===== src/rtl/avalon_pio_in_slave.sv =====
// ---------------------------------------------------------------------------
// avalon_pio_in_slave
//
// Avalon-MM slave exposing WIDTH asynchronous input pins. Each pin is
// synchronized, edge-detected and optionally latched into a sticky
// capture register that can raise a level interrupt.
//
// Register map (word addresses):
//   0 DATA          synchronized pin values (read-only, writes ignored)
//   1 IRQ_MASK      per-bit interrupt enable, bits WIDTH-1:0
//   2 EDGE_CAPTURE  sticky edge flags, write-1-to-clear
//   3 EDGE_CFG      bit0 = capture rising edges, bit1 = capture falling edges
//
// Ports:
//   clk_clk            single rising-edge clock
//   reset_reset        synchronous active-high reset
//   avs_address        word address
//   avs_read/avs_write Avalon-MM requests
//   avs_writedata      write data
//   avs_readdata       read data, qualified by avs_readdatavalid
//   avs_readdatavalid  one-cycle read response strobe
//   avs_waitrequest    stall to the master
//   pio_in             asynchronous external inputs
//   irq                registered level interrupt
// ---------------------------------------------------------------------------
module avalon_pio_in_slave #(
  parameter int WIDTH = 10
) (
  input  logic             clk_clk,
  input  logic             reset_reset,
  input  logic [1:0]       avs_address,
  input  logic             avs_read,
  input  logic             avs_write,
  input  logic [31:0]      avs_writedata,
  output logic [31:0]      avs_readdata,
  output logic             avs_readdatavalid,
  output logic             avs_waitrequest,
  input  logic [WIDTH-1:0] pio_in,
  output logic             irq
);

  localparam logic [1:0] ADDR_DATA = 2'd0;
  localparam logic [1:0] ADDR_MASK = 2'd1;
  localparam logic [1:0] ADDR_CAP  = 2'd2;
  localparam logic [1:0] ADDR_CFG  = 2'd3;

  typedef enum logic [1:0] {
    S_IDLE  = 2'd0,
    S_RWAIT = 2'd1,
    S_RESP  = 2'd2
  } state_t;

  state_t           state_reg, state_next;
  logic [WIDTH-1:0] sync1_reg, sync2_reg, prev_reg;
  logic [WIDTH-1:0] cap_reg, cap_next;
  logic [WIDTH-1:0] mask_reg;
  logic [1:0]       cfg_reg;
  logic [1:0]       settle_reg;
  logic [1:0]       addr_reg;
  logic [31:0]      rdata_reg;
  logic             rdv_reg;
  logic             irq_reg;

  logic             wait_next;
  logic             wr_en;
  logic             settled;
  logic [WIDTH-1:0] rise, fall, w1c;
  logic [31:0]      reg_val;
  logic             unused_wdata;

  // Only part of the write bus is stored for narrow configurations.
  assign unused_wdata = ^avs_writedata;

  // Writes land only in IDLE; a simultaneous read takes priority.
  assign wr_en   = (state_reg == S_IDLE) && avs_write && !avs_read;
  assign rise    = sync2_reg & ~prev_reg;
  assign fall    = ~sync2_reg & prev_reg;
  // Suppress capture while the freshly reset synchronizer fills up, so pins
  // already high at release do not look like rising edges.
  assign settled = (settle_reg == 2'd0);
  assign w1c     = (wr_en && avs_address == ADDR_CAP) ? avs_writedata[WIDTH-1:0] : '0;

  // Per-bit capture: a new enabled edge beats a same-cycle W1C clear.
  generate
    for (genvar gi = 0; gi < WIDTH; gi++) begin : g_cap
      assign cap_next[gi] = (settled && ((cfg_reg[0] && rise[gi]) || (cfg_reg[1] && fall[gi])))
                          || (cap_reg[gi] && !w1c[gi]);
    end
  endgenerate

  // Register read mux, evaluated during RWAIT.
  always_comb begin
    reg_val = '0;
    case (addr_reg)
      ADDR_DATA: reg_val[WIDTH-1:0] = sync2_reg;
      ADDR_MASK: reg_val[WIDTH-1:0] = mask_reg;
      ADDR_CAP:  reg_val[WIDTH-1:0] = cap_reg;
      ADDR_CFG:  reg_val[1:0]       = cfg_reg;
      default:   reg_val            = '0;
    endcase
  end

  // Bus FSM next-state and waitrequest.
  always_comb begin
    state_next = state_reg;
    wait_next  = 1'b0;
    case (state_reg)
      S_IDLE: begin
        if (avs_read) begin
          wait_next  = 1'b1;
          state_next = S_RWAIT;
        end
      end
      S_RWAIT: begin
        // Read is accepted here; any write presented alone is stalled.
        wait_next  = avs_write && !avs_read;
        state_next = S_RESP;
      end
      S_RESP: begin
        wait_next  = avs_read || avs_write;
        state_next = S_IDLE;
      end
      default: state_next = S_IDLE;
    endcase
  end

  always_ff @(posedge clk_clk) begin
    if (reset_reset) begin
      state_reg  <= S_IDLE;
      sync1_reg  <= '0;
      sync2_reg  <= '0;
      prev_reg   <= '0;
      cap_reg    <= '0;
      mask_reg   <= '0;
      cfg_reg    <= '0;
      settle_reg <= 2'd3;
      addr_reg   <= '0;
      rdata_reg  <= '0;
      rdv_reg    <= 1'b0;
      irq_reg    <= 1'b0;
    end else begin
      state_reg <= state_next;
      sync1_reg <= pio_in;
      sync2_reg <= sync1_reg;
      prev_reg  <= sync2_reg;
      cap_reg   <= cap_next;
      irq_reg   <= |(cap_reg & mask_reg);
      if (!settled) begin
        settle_reg <= settle_reg - 2'd1;
      end
      if (state_reg == S_IDLE && avs_read) begin
        addr_reg <= avs_address;
      end
      rdv_reg <= (state_reg == S_RWAIT);
      if (state_reg == S_RWAIT) begin
        rdata_reg <= reg_val;
      end
      if (wr_en && avs_address == ADDR_MASK) begin
        mask_reg <= avs_writedata[WIDTH-1:0];
      end
      if (wr_en && avs_address == ADDR_CFG) begin
        cfg_reg <= avs_writedata[1:0];
      end
    end
  end

  assign avs_readdata      = rdata_reg;
  assign avs_readdatavalid = rdv_reg;
  assign avs_waitrequest   = wait_next && !reset_reset;
  assign irq               = irq_reg;

endmodule


===== config.mk =====
export PLATFORM = sky130hd
export DESIGN_NAME = avalon_pio_in_slave
export DESIGN_NICKNAME = d
export VERILOG_FILES = /design/src/rtl/avalon_pio_in_slave.sv
export SDC_FILE = /design/constraint.sdc
export NUM_CORES = 1
export LEC_CHECK = 0
export CAP_MARGIN = 20
export CORE_MARGIN = 1.5
export CORE_UTILIZATION = 30
export DETAILED_ROUTE_END_ITERATION = 10
export PLACE_DENSITY = 0.64
export SLEW_MARGIN = 20
export SYNTH_ARGS = -nofsm -noshare
export SYNTH_HDL_FRONTEND = slang
export SYNTH_SLANG_ARGS = --single-unit

===== constraint.sdc =====
create_clock -name clk_clk -period 4.05 [get_ports clk_clk]
set_clock_uncertainty 0.1 [all_clocks]
set_input_delay 1.215 -clock clk_clk [delete_from_list [all_inputs] [get_ports clk_clk]]
set_output_delay 1.215 -clock clk_clk [all_outputs]
set_load 0.02 [all_outputs]

==> flow_summary.toml <==
[cts]
cts_tree = "built"
cts_setup_buffers = 0
clock_path_buffers = 2
h-tree-depth = 3
cts.sinks = 70
clock_tree.root_cell = "clkbuf_8"
path_clk_slew_ns = 0.08
clk-insertion-delay-late_ns = 0.34
cts_made_buffers = 9

[global_routing]
grt_max_degree = 50
gr-usage-all-layers_pct = 12.5
grt_pass1_vias = 2036
overflow = 0
grt_pass1_wl_um = 10100
antenna_found_initial = 0

[yosys]
ys_seq_elements = 70
avgSynthCellArea_um2 = 9.63
synth-edff-count = 0
ys_warn_count = 0
synth_compound_gate_area_share_pct = 15.7
synth_top_family_by_area = "simple AND/OR/NAND/NOR gates"
synthArstFlopShare_pct = 0
synthSimpleGateAreaFrac_pct = 20.5
ys.flop_type = "dfxtp_1"
synthMuxAreaShare_pct = 6.01
netlist_top_cells_area = "dfxtp_1 (48%), nor2b_1 (7.2%), buf_4 (5.9%)"
yosys.area.top_type = "dfxtp_1"
syn_area_um2 = 2940
synth-xor-area-share_pct = 0.298
netlist_instances = 305
yosysSeqAreaShare_pct = 47.7
synth_fa_ha_area_share_pct = 0.426
synth.distinct_cells = 35
synth_top_area_share_pct = 47.7

[placed_design]
gp_congestion = 0.788
place_area_um2 = 3350
placement.io_buffers = 38
place_worst_setup_slack_ns = -0.0690
hpwlAfterDp_um = 4250
dp.cells = 455

[worst_hold_path]
min_from = "sync1_reg[6]"
hold_depth = 1
hold_path.class = "reg2reg"
worstHoldEndpoint = "sync2_reg[6]"

[routing]
vias = 2170
route.antenna.remaining_nets = 0
dr.pass1.iters = 4
dr.first_iter.drc_count = 173
post-route-drc-count = 0
wl_um = 6130
vias_per_cell = 4.61
wire_per_inst_um = 13.0

[layout]
n_antenna_cell = 0
synthToLayoutAreaGrowth_pct = 21.6
nets = 386
layout-drive-gt1-share_pct = 7.31
fin_cells = 471
final_area_um2 = 3570

[sta]
finalSetupViolCount = 0
tightest_slew_ns = 0.997
fmax_ghz = 0.261
period_share_pct = 94.5
drv_slew = 0
holdWs_ns = 0.338
fin_ws_ns = 0.224
period_minus_slack_ns = 3.83
hold_viol = 0
slew-limit-headroom_pct = 33.4
rsz0062_at_grt = "false"

[power_and_ir_drop]
p_per_area_nw_per_um2 = 422
leakage_nw = 1.31
ir_drop_uv = 180

[floorplan]
initial_core_util_pct = 31.3
fp.dieArea_um2 = 10400
fp.dieH_um = 102
chipWidth_um = 102
rows = 35
boundaryPins = 83
coreArea_um2 = 9370

[worst_setup_path]
r2r_start = "state_reg[1]"
worstReg2RegEnd = "mask_reg[1]"
critPathKind = "in2out"
critPathMaxFanout = 2
arrival_ns = 2.51
reg2regPathDepth = 3
critPathCaptureType = "primary output"
cp.required_ns = 2.73
rrSetupSlack_ns = 2.11
worstSetupStartpointType = "primary input"

[status]
outcome = "finished, final reports clean"

[flow_run]
maxCapViolCount = 0
==> placed cells by master (no fill, tap or decap), types with 2 or more instances in the layout <==
cell              n
mux4_2            2
clkbuf_8          9
clkdlybuf4s50_1  37
nand3_1          10
bufinv_16         2
nand2b_1         11
clkinv_4          3
a32o_1           10
nand3b_1         10
inv_1             5
a31o_1           10
a2bb2oi_1         8
a221oi_1          2
nand2_1          18
dfxtp_1          70
nor4_1           10
nor2_1            5
mux2i_1          12
nor2b_1          34
buf_4             6
conb_1           22
a21oi_1          11
a22o_1            2
o21ai_0          18
==> worst max-delay path, stage by stage <==
cell and delay, ns:
clkdlybuf4s50_1 0.48, inv_1 0.04, o32a_1 0.32, nor2_1 0.11, dlygate4sd2_1 0.34
==> layer usage <==
layer	vias up	global-route usage (%)	wire, um
li1	1101	-	-
met1	989	17.7	3050
met2	73	18.2	2660
met3	7	2.53	342
met4	0	5.80	82
met5	-	0	0
==> report_power, final <==
group | internal [mW] | total [mW] | leakage [nW] | switching [mW]
combinational | 0.0742 | 0.161 | 0.624 | 0.0864
clock | 0.348 | 0.612 | 0.109 | 0.263
sequential | 0.715 | 0.736 | 0.572 | 0.0209
==> layout make-up <==
| type | count | area [um^2] |
|---|---|---|
| Multi-Input combinational cell | 207 | 1340 |
| Fill cell | 966 | 5800 |
| Timing Repair Buffer | 44 | 424 |
| Inverter | 5 | 18.8 |
| Clock buffer | 9 | 124 |
| Clock inverter | 7 | 98.8 |
| Tap cell | 129 | 161 |
| Sequential cell | 70 | 1400 |
==> worst max path at each step <==
stage | start | to | slack [ns] | depth (start not counted)
after CTS | avs_write | avs_waitrequest | 0.20 | 5
after floorplan | reset_reset | avs_waitrequest | 0.81 | 3
after global routing | avs_write | avs_waitrequest | 0.13 | 5
after global placement | avs_write | avs_waitrequest | -0.07 | 5
after detailed placement | avs_write | avs_waitrequest | -0.07 | 5
final | avs_write | avs_waitrequest | 0.22 | 5
==> stage by stage <==
step	util [%]	power [mW]	TNS [ns]
6_report	38.1	1.51	0
3_5_place_dp	35.7	0.914	-0.0690
2_1_floorplan	-	0.865	0
5_1_grt	38.1	1.57	0
4_1_cts	38.1	1.53	0
3_3_place_gp	35.7	0.911	-0.0725
==> repair_timing <==
item                       in CTS  in global routing
hold endpoints to repair        0                  0
hold buffers                    0                  0
setup endpoints to repair       1                  0
gates resized for setup         1                  0
==> synthesized netlist by cell type (all sizes together), types with 8 or more instances <==
cell and number:
dfxtp 70, nor2b 34, buf 27, nand2 18, o21ai 18, clkbuf 17
mux2i 12, a21oi 11, nand2b 11, a31o 10, a32o 10, nand3 10
nand3b 10, nor4 10, a2bb2oi 8
==> logic make-up after synthesis <==
group	Yosys count
simple gates	104
mux	15
xor+xnor	1
other cells	1
compound gates	64
flops	70
buf+inv	49
fa+ha+maj	1
(Power assumes the default switching activity.)
==> RTL change 1 (same flow settings) <==
The parameter `WIDTH` goes from 10 to 20.
--- a/src/rtl/avalon_pio_in_slave.sv
+++ b/src/rtl/avalon_pio_in_slave.sv
@@ -24,7 +24,7 @@
 //   irq                registered level interrupt
 // ---------------------------------------------------------------------------
 module avalon_pio_in_slave #(
-  parameter int WIDTH = 10
+  parameter int WIDTH = 20
 ) (
   input  logic             clk_clk,
   input  logic             reset_reset,
Ports: changed (resized pio_in); port bits go from 83 to 93. The function was not compared with the original's and may differ.
==> RTL change 1 against the original RTL <==
Combinational power grew 66%. Final area rose by 88%. Worst hold slack lost 4.4 ps. Synthesized cell count is 83% higher. Sequential cell count up 60. Setup slack improved by 280 ps. Synthesized area is 78% higher. Total power rose by 120%. Routed wire length increased by 88%. Sequential share of layout area down 0.43 points. Via count up 72%. Critical path type unchanged. Highest routed layer unchanged.
==> RTL change 1: results (changes against the original RTL) <==
[metrics] run status: completed (unchanged)
[metrics] number of instances in the placed design: 825 (was 455)
[metrics] multiplexer area fraction after synthesis: 9.228% (was 6.008%)
[metrics] Crit path largest cell delay: 530 ps (was 480 ps)
[metrics] share of final-layout standard cells stronger than drive strength 1: 10.76% (was 7.310%)
[metrics] number of input and output port buffers inserted: 68 (was 38)
[metrics] adder-cell share of the synthesized area: 0.2391% (was 0.4261%)
[metrics] Wirelength per Cell: 13.42 µm (was 13.02 µm)
[metrics] met1 Use GR: 18.61% (was 17.65%)
[metrics] Num CTS Buffers: 17 (was 9)
[metrics] xor-xnor portion of the synthesized cell area: 0.1673% (was 0.2983%)
[metrics] latest clock arrival within the worst-skew pair: 420 ps (was 340 ps)
[metrics] r2r setup slk: 2200 ps (was 2110 ps)
[metrics] PostCTS Resize Cnt: 0 (was 1)
[metrics] Post-Synthesis Mean Instance Area: 9.363 µm² (was 9.628 µm²)
[metrics] register clock-pin slew on the reported worst setup and hold paths: 50 ps (was 80 ps)
[metrics] Max-slew headroom: 37.13% (was 33.37%)
[metrics] largest net degree at the start of global routing: 81 (was 50)
[metrics] most common library cells after synthesis: sky130_fd_sc_hd__dfxtp_1 (130), sky130_fd_sc_hd__nor2_1 (63), sky130_fd_sc_hd__nor2b_1 (63) (was sky130_fd_sc_hd__dfxtp_1 (70), sky130_fd_sc_hd__nor2b_1 (34), sky130_fd_sc_hd__buf_4 (23))
[metrics] CTS Root Buffer Type: sky130_fd_sc_hd__clkbuf_16 (was sky130_fd_sc_hd__clkbuf_8)
[metrics] global-route wire length before repair: 18.61 mm (was 10.06 mm)
[metrics] leakage power total: 2.631 nW (was 1.305 nW)
[metrics] pre-CTS worst setup slack: 125.4 ps (was -68.99 ps)
[metrics] placed instance area: 0.006022 mm² (was 0.003349 mm²)
[metrics] fraction of the mapped netlist area in compound gates: 13.89% (was 15.72%)
[metrics] DR iter-0 viols: 235 (was 173)
[metrics] Filler Cells Inserted: 1,737 (was 966)
[metrics] final worst path period share: 87.44% (was 94.47%)
[metrics] global routing met2 resource utilization: 19.22% (was 18.15%)
[metrics] average vias per placed instance: 4.359 (was 4.607)
[metrics] biggest area contributors in the synthesized netlist: sky130_fd_sc_hd__dfxtp_1 (50%), sky130_fd_sc_hd__mux2i_1 (8.2%), sky130_fd_sc_hd__nor2b_1 (7.5%) (was sky130_fd_sc_hd__dfxtp_1 (48%), sky130_fd_sc_hd__nor2b_1 (7.2%), sky130_fd_sc_hd__buf_4 (5.9%))
[metrics] maximum fanout count along the critical path: 3 (was 2)
[metrics] final layout net count: 678 (was 386)
[metrics] total track usage: 13.36% (was 12.45%)
RTL change 1: final timing paths:
path,startpoint,cells past startpoint,end
worst max register to register,settle_reg[0],4,settle_reg[1]
worst min register to register,sync1_reg[13],1,sync2_reg[13]
worst min-delay path,sync1_reg[13],1,sync2_reg[13]
worst max-delay path,avs_read,6,avs_waitrequest
RTL change 1: through the flow:
step | hold WS [ps] | power (mW) | utilization [%]
3_5_place_dp | 322.7 | 1.654 | 35.06
3_3_place_gp | 320.5 | 1.650 | 35.06
4_1_cts | 335.8 | 3.388 | 39.02
6_report | 334.0 | 3.350 | 39.04
5_1_grt | 353.3 | 3.470 | 39.04
2_1_floorplan | 313.8 | 1.553 | -
RTL change 1: kinds of logic (layout without fill, tap and decap cells):
group | count (synthesis) | in the layout
and+or+nand+nor | 200 | 200
DFF | 130 | 130
AOI/OAI and AO/OA | 111 | 111
buffers and inverters | 70 | 132
muxes | 45 | 45
adders and majority gates | 1 | 1
other | 1 | 12
xor gates and xnor gates | 1 | 1
RTL change 1: routing by layer:
metal	vias to the layer above	wire length [µm]
met1	1672	5975
met5	-	0
met2	87	4840
met4	0	209
li1	1964	-
met3	13	478
RTL change 1: area by class of cell:
cell class / count / share of cell area [%]
multi-input cells: 370 / 34.33
clock inverters: 9 / 2.575
clock buffers: 23 / 7.576
repair buffers: 78 / 11.27
inverters: 22 / 1.232
well taps: 225 / 4.199
flip-flops and latches: 130 / 38.81
RTL change 1: power breakdown:
group / switching, mW / internal, mW
registers: 0.0303 / 1.33
clock network: 0.537 / 1.19
logic: 0.142 / 0.125
total: 0.709 / 2.64
RTL change 1: critical path: cells and delay by family:
| kind | cells | cell delay (ps) |
|---|---|---|
| buffers and inverters | 2 | 750 |
| AND/OR/NAND/NOR | 2 | 160 |
| AO/OA/AOI/OAI | 2 | 90 |
==> RTL change 2 (same settings) <==
Made on the original files. The output `irq` loses its register stage (`irq_reg` becomes a continuous assignment).
--- a/src/rtl/avalon_pio_in_slave.sv
+++ b/src/rtl/avalon_pio_in_slave.sv
@@ -137,14 +137,12 @@
       addr_reg   <= '0;
       rdata_reg  <= '0;
       rdv_reg    <= 1'b0;
-      irq_reg    <= 1'b0;
     end else begin
       state_reg <= state_next;
       sync1_reg <= pio_in;
       sync2_reg <= sync1_reg;
       prev_reg  <= sync2_reg;
       cap_reg   <= cap_next;
-      irq_reg   <= |(cap_reg & mask_reg);
       if (!settled) begin
         settle_reg <= settle_reg - 2'd1;
       end
@@ -164,6 +162,8 @@
     end
   end
 
+  assign irq_reg = |(cap_reg & mask_reg);
+
   assign avs_readdata      = rdata_reg;
   assign avs_readdatavalid = rdv_reg;
   assign avs_waitrequest   = wait_next && !reset_reset;
Behaviour: not the same (a bounded check fails within 10 cycles, from zero or initial values and one cycle with reset_reset high).
==> RTL change 2 against the original RTL <==
Routed wire length increased by 8.2%. Synthesized area decreased by 0.43%. Core utilization about the same. Combinational power decreased by 12%. Final area decreased by 0.53%. Critical path type unchanged. Via count increased by 3.1%. Sequential cell count decreased by 1. Setup slack improved by 35 ps. Total power decreased by 3.2%.
==> RTL change 2: results (changes against the original RTL) <==
[metrics] number of instances in the placed design: 449 (was 455)
[metrics] biggest area contributors in the synthesized netlist: sky130_fd_sc_hd__dfxtp_1 (47%), sky130_fd_sc_hd__nor2b_1 (7.3%), sky130_fd_sc_hd__buf_4 (5.6%) (was sky130_fd_sc_hd__dfxtp_1 (48%), sky130_fd_sc_hd__nor2b_1 (7.2%), sky130_fd_sc_hd__buf_4 (5.9%))
[metrics] Hold Crit Endpoint: sync2_reg[5] (was sync2_reg[6])
[metrics] Worst Hold Margin: 335.1 ps (was 338.5 ps)
[metrics] most common library cells after synthesis: sky130_fd_sc_hd__dfxtp_1 (69), sky130_fd_sc_hd__nor2b_1 (34), sky130_fd_sc_hd__nand2_1 (28) (was sky130_fd_sc_hd__dfxtp_1 (70), sky130_fd_sc_hd__nor2b_1 (34), sky130_fd_sc_hd__buf_4 (23))
[metrics] final layout net count: 380 (was 386)
[metrics] Filler Cells Inserted: 960 (was 966)
[metrics] largest vdd supply drop: 0.0002128 V (was 0.0001799 V)
[metrics] share of total power consumed by net switching: 24.22% (was 24.57%)
[metrics] average vias per placed instance: 4.811 (was 4.607)
[metrics] register clock-pin slew on the reported worst setup and hold paths: 70 ps
[metrics] RD Place Congestion: 0.8066 (was 0.7876)
[metrics] pre-CTS worst setup slack: -15.95 ps (was -68.99 ps)
[metrics] total track usage: 13.98% (was 12.45%)
[metrics] buffer levels on the longest clock path: 2 (unchanged)
[metrics] CP arrival: 2480 ps (was 2510 ps)
[metrics] largest net degree at the start of global routing: 57 (was 50)
[metrics] run status: completed (unchanged)
[metrics] Cells after Synth: 297 (was 305)
[metrics] Final Instance Area: 0.003552 mm² (was 0.003571 mm²)
[metrics] hpwl dp: 4.387 mm (was 4.255 mm)
[metrics] global-route wire length before repair: 10.95 mm (was 10.06 mm)
[metrics] Max-slew headroom: 36.60% (was 33.37%)
[metrics] r2r setup slk: 2220 ps (was 2110 ps)
[metrics] DR iter-0 viols: 156 (was 173)
[metrics] proportion of synthesized chip area in sequential cells: 47.24% (was 47.72%)
[metrics] total detailed-routing wirelength: 6.636 mm (was 6.132 mm)
[metrics] Clk power: 0.599 mW (was 0.612 mW)
[metrics] leakage power total: 1.267 nW (was 1.305 nW)
[RTL change 2: changes by cell type in the layout (fill, tap and decap cells not counted), moves of 3 or more]
cell / change
sky130_fd_sc_hd__nand2_1: +10
sky130_fd_sc_hd__nor4_1: -10
sky130_fd_sc_hd__a211oi_1: +8
sky130_fd_sc_hd__a21oi_1: -8
sky130_fd_sc_hd__a222oi_1: +8
sky130_fd_sc_hd__a2bb2oi_1: -8
sky130_fd_sc_hd__mux2_2: +8
sky130_fd_sc_hd__mux2i_1: -8
sky130_fd_sc_hd__o21ai_0: -8
sky130_fd_sc_hd__nand2b_1: -7
sky130_fd_sc_hd__nor4b_1: +7
sky130_fd_sc_hd__clkinv_4: -3
[RTL change 2: what timing repair did]
action | CTS | global route
resized for setup | 1 | 0
setup endpoints to repair | 1 | 0
endpoints found under the hold margin | 0 | 0
[RTL change 2: cell type report]
type                       count  area share (%)
timing repair buffer          44           11.80
clock buffer                   9           3.487
tap                          129           4.544
clock inverter                 7           2.536
multi-input combinational    202           38.22
sequential                    69           38.89
inverter                       5          0.5284
[RTL change 2: routing by layer]
layer | GRT usage (%) | up-vias | wire length, µm
li1 | - | 1091 | -
met1 | 17.01 | 1061 | 2933
met2 | 23.18 | 74 | 3079
met3 | 3.727 | 11 | 534
met4 | 6.197 | 0 | 89
met5 | 0 | - | 0
[RTL change 2: logic make-up after synthesis]
logic type,share of synthesized area (%)
buffers and inverters,9.242
AOI/OAI and AO/OA,15.15
adders and majority gates,0.4278
other,0.1282
xor gates and xnor gates,0.2996
DFF,47.24
muxes,6.376
and+or+nand+nor,21.14
